## src/rtl/hazard_fwd_unit.sv

```systemverilog
// hazard_fwd_unit: operand forwarding selects, load-use stall FSM and saturating perf counters
module hazard_fwd_unit #(
  parameter int AW       = 5,
  parameter int NSRC     = 2,
  parameter int LOAD_LAT = 1,
  parameter int CNT_W    = 16
) (
  input  logic                 clk,
  input  logic                 rst_n,
  input  logic [NSRC*AW-1:0]   IFID_rs,
  input  logic [NSRC-1:0]      IFID_use,
  input  logic [NSRC*AW-1:0]   IDEX_rs,
  input  logic [AW-1:0]        IDEX_rd,
  input  logic                 IDEX_MemRead,
  input  logic [AW-1:0]        EXMEM_rd,
  input  logic                 EXMEM_RegWrite,
  input  logic [AW-1:0]        MEMWB_rd,
  input  logic                 MEMWB_RegWrite,
  input  logic [AW-1:0]        WBR_rd,
  input  logic                 WBR_RegWrite,
  input  logic                 flush,
  output logic [2*NSRC-1:0]    fwd_sel,
  output logic                 stall,
  output logic                 idex_bubble,
  output logic [CNT_W-1:0]     stall_cnt,
  output logic [CNT_W-1:0]     fwd_cnt
);
  typedef enum logic {IDLE, HOLD} state_t;
  localparam logic [2:0] BCNT_INIT = LOAD_LAT > 1 ? 3'(LOAD_LAT - 2) : 3'd0;
  state_t state, state_nxt;
  logic [2:0] bcnt, bcnt_nxt;
  logic hz, any_use;
  for (genvar s = 0; s < NSRC; s++) begin : g_src
    logic [AW-1:0] rs;
    assign rs = IDEX_rs[s*AW +: AW];
    // youngest producer wins; rd==0 is never a real destination
    assign fwd_sel[2*s +: 2] =
      (EXMEM_RegWrite && EXMEM_rd != '0 && EXMEM_rd == rs) ? 2'b10 :
      (MEMWB_RegWrite && MEMWB_rd != '0 && MEMWB_rd == rs) ? 2'b01 :
      (WBR_RegWrite   && WBR_rd   != '0 && WBR_rd   == rs) ? 2'b11 : 2'b00;
  end
  always_comb begin
    any_use = 1'b0;
    for (int i = 0; i < NSRC; i++) any_use = any_use | (IFID_use[i] && IFID_rs[i*AW +: AW] == IDEX_rd);
    hz = IDEX_MemRead && IDEX_rd != '0 && any_use;
  end
  always_ff @(posedge clk or negedge rst_n)
    if (!rst_n) begin
      state <= IDLE;
      bcnt  <= '0;
    end else begin
      state <= state_nxt;
      bcnt  <= bcnt_nxt;
    end
  always_comb begin
    state_nxt = state;
    bcnt_nxt  = bcnt;
    if (flush) begin
      state_nxt = IDLE;
      bcnt_nxt  = '0;
    end else if (state == HOLD) begin
      state_nxt = bcnt == '0 ? IDLE : HOLD;
      bcnt_nxt  = bcnt == '0 ? bcnt : bcnt - 3'd1;
    end else if (hz && LOAD_LAT > 1) begin
      state_nxt = HOLD;
      bcnt_nxt  = BCNT_INIT;
    end
  end
  always_comb begin
    stall       = !flush && (state == HOLD || hz);
    idex_bubble = flush || state == HOLD || hz;
  end
  always_ff @(posedge clk or negedge rst_n)
    if (!rst_n) begin
      stall_cnt <= '0;
      fwd_cnt   <= '0;
    end else begin
      if (stall && stall_cnt != '1) stall_cnt <= stall_cnt + CNT_W'(1);
      if (|fwd_sel && fwd_cnt != '1) fwd_cnt <= fwd_cnt + CNT_W'(1);
    end
endmodule

```

## config.mk

```make
export PLATFORM = sky130hd
export DESIGN_NAME = hazard_fwd_unit
export DESIGN_NICKNAME = d
export VERILOG_FILES = /design/src/rtl/hazard_fwd_unit.sv
export SDC_FILE = /design/constraint.sdc
export NUM_CORES = 1
export LEC_CHECK = 0
export BUFFER_PORTS_ARGS = -buffer_cell sky130_fd_sc_hd__buf_2
export CELL_PAD_IN_SITES_DETAIL_PLACEMENT = 1
export CELL_PAD_IN_SITES_GLOBAL_PLACEMENT = 2
export CORE_MARGIN = 5
export CORE_UTILIZATION = 31
export DETAILED_ROUTE_END_ITERATION = 8
export GPL_TIMING_DRIVEN = 0
export PLACE_DENSITY = 0.9
export SETUP_SLACK_MARGIN = 0.4
export SYNTH_ARGS = -nofsm -noshare
export SYNTH_HDL_FRONTEND = slang
export SYNTH_SLANG_ARGS = --single-unit
export TNS_END_PERCENT = 20
```

## constraint.sdc

```tcl
create_clock -name clk -period 3.8 [get_ports clk]
set_input_delay 0.19 -clock clk [delete_from_list [all_inputs] [get_ports clk]]
set_output_delay 0.19 -clock clk [all_outputs]
set_load 0.02 [all_outputs]
```

==> results.json <==
{
  "clk_pin_slew_worst_paths_ns": 0.08,
  "drtPass1Iterations": 4,
  "ys_warn_count": 0,
  "ys_seq_area_frac": 0.381,
  "synthFlopType": "dfrtp_1",
  "max_clock_freq_ghz": 0.430,
  "wl_per_cell_um": 14.4,
  "synth-edff-count": 0,
  "fin_hold_ws_ns": -0.00770,
  "hp-class": "in -> async",
  "antenna_found_initial": 0,
  "cts-root-buf": "clkbuf_8",
  "ys_seq_elements": 36,
  "final_hold_viol_count": 28,
  "clock-sinks": 36,
  "maxCapViolations": 0,
  "drt-total-wl_mm": 6.24,
  "globalplace.congestion": 0.830,
  "rows": 31,
  "postRouteAntennaNets": 0,
  "layout.nets": 386,
  "drc": 0,
  "crit_buf_inv": 1,
  "worstPathRequired_ns": 3.98,
  "grt_use_total": 0.132,
  "overflow": 0,
  "p_leak_nw": 1.45,
  "grt_pass1_vias": 2177,
  "die-height_um": 97.4,
  "path_cells": "and3_1 > and3_1 > and2_1 > and3_4 > a311oi_4 > buf_6 > nand4_1 > xnor2_1",
  "failed_checks": "negative hold slack",
  "ir_drop_v": 0.000135,
  "fin_util": 0.414,
  "worstPathArrival_ns": 2.51,
  "start_kind": "flop",
  "dr.first_iter.drc_count": 34,
  "syn_inst": 240,
  "die-area_um2": 9480,
  "tns_ns": 0,
  "ys_async_sr_fraction": 1.00,
  "post_cts_resized": 0,
  "cts_tree": "built",
  "layout-drive-gt1-share": 0.314,
  "rsz0062_at_grt": "false",
  "outcome": "finished with violations",
  "setup_viol": 0,
  "synth_nets": 293,
  "crit_fanout": 10,
  "synth_cell_types": 33,
  "coreArea_um2": 7330,
  "cp_common_cell": "and3_1",
  "clock_path_buffers": 2,
  "cp_slowest_stage_delay_ns": 0.44,
  "avgSynthCellArea_um2": 9.86,
  "power.density_nw_per_um2": 360,
  "fin_crit_ns": 2.33,
  "clk_latency_ns": 0.29,
  "synth.cell_area_um2": 2370,
  "diodes": 0,
  "period_share": 0.612,
  "crit_path_top_delay_cell": "dfrtp_1",
  "cp-end-kind": "flop",
  "final_max_slew_viol_count": 0,
  "portBuffers": 86,
  "dpl.hpwl_mm": 5.14,
  "initial_core_util": 0.323,
  "post_cts_buffers": 0,
  "tightestPinTransition_ns": 0.822,
  "h-tree-depth": 2,
  "grt_first_pass_wirelength_mm": 10.5,
  "slew_headroom": 0.452,
  "ioPinCount": 87,
  "vias_per_cell": 4.82,
  "die-width_um": 97.4,
  "grt_max_degree": 37,
  "finalClockSkew_ns": 0.00727,
  "crit_family": "simple AND/OR/NAND/NOR gates",
  "area_delta_synth_final_pct": 28.1,
  "vias": 2087,
  "crit_type": "reg -> reg",
  "cts.hold.buffers_added": 0,
  "cts_made_buffers": 5
}
[flip-flops by register name, indices dropped and copies added, names as in the netlist]
name and count:
bcnt 3, fwd_cnt 16, stall_cnt 16, state 1
[layout by cell type, fill, tap and decap left out, drive strengths merged, types with 2 or more instances in the layout]
cell and count:
ha 4, and3 9, dfrtp 36, inv 5
a31oi 2, nor3 8, clkbuf 8, or4 3
nand3 15, mux2 6, nor4b 3, buf 89
nor2 14, nand2 19, and2 3, xnor2 45
xor2 21, nor4 6, nand2b 3, and4 2
o21ai 7, nor3b 2, nand4 12, a21oi 4
[worst register-to-register path: stages, from the launching register on]
cell and delay (ns):
dfrtp_1 0.44, and3_1 0.23, and3_1 0.20, and2_1 0.18, and3_4 0.21, a311oi_4 0.45, buf_6 0.21, nand4_1 0.15
xnor2_1 0.16
[where the power goes]
part           switching (mW)  internal [mW]
combinational           0.167          0.113
clock                   0.145          0.194
sequential             0.0534          0.420
total                   0.365          0.727
[layout make-up]
class / count / area, um2
Fill cell: 902 / 4300
Multi-Input combinational cell: 193 / 1400
Sequential cell: 36 / 901
Timing Repair Buffer: 86 / 430
Tap cell: 99 / 124
Clock buffer: 5 / 68.8
Buffer: 6 / 45.0
Clock inverter: 3 / 42.5
Inverter: 5 / 18.8
[Yosys cell counts (all sizes together), types with 2 or more instances]
cell type	number	area share
clkbuf	3	0.0048
nand2b	3	0.0079
nor3b	2	0.0063
or4	3	0.0095
a21oi	4	0.0085
nand4	12	0.032
nor4	6	0.031
xor2	21	0.078
dfrtp	36	0.38
inv	5	0.0079
mux2	6	0.029
o21ai	7	0.015
nor2	14	0.022
and4	2	0.0074
a31oi	2	0.0053
and2	3	0.0079
nand2	19	0.030
nor4b	3	0.019
buf	3	0.014
nor3	8	0.017
and3	9	0.026
ha	4	0.021
xnor2	45	0.17
nand3	15	0.032
[cells by family after synthesis]
| family | count (synthesis) | share of synthesized area |
|---|---|---|
| compound gates | 16 | 0.0455 |
| xor+xnor | 66 | 0.244 |
| fa+ha+maj | 4 | 0.0211 |
| simple gates | 101 | 0.253 |
| buf+inv | 11 | 0.0270 |
| mux | 6 | 0.0285 |
| flops | 36 | 0.381 |
[path summary, 6_finish.rpt]
path	slack, ns	to	depth (start not counted)	startpoint
max in group asynchronous	3.29	fwd_cnt[13]	1	rst_n
setup / recovery	1.47	stall_cnt[14]	8	stall_cnt[4]
min in group clk	0.19	bcnt[1]	2	flush
hold reg to reg	0.48	stall_cnt[6]	1	stall_cnt[6]
setup reg to reg	1.47	stall_cnt[14]	8	stall_cnt[4]
hold / removal	-0.008	stall_cnt[15]	1	rst_n
[metrics by stage]
stage                     worst slack [ns]  instances  power, mW  instance area (um2)
after CTS                             1.44        433       1.11                 3030
after global placement                1.55        425      0.755                 2920
after detailed placement              1.45        425      0.767                 2920
after global routing                  1.32        433       1.16                 3030
after floorplan                       1.65        240      0.634                 2370
final                                 1.47        433       1.09                 3030
[per-layer routing]
| metal | share of wire | vias to the layer above | GRT usage | wire (um) |
|---|---|---|---|---|
| met5 | 0 | - | 0 | 0 |
| met4 | 0.0048 | 0 | 0.0245 | 30 |
| met3 | 0.074 | 4 | 0.0467 | 463 |
| met2 | 0.48 | 70 | 0.224 | 3010 |
| met1 | 0.44 | 991 | 0.163 | 2740 |
| li1 | - | 1022 | - | - |
No activity file was read; power rests on OpenSTA's default activity.
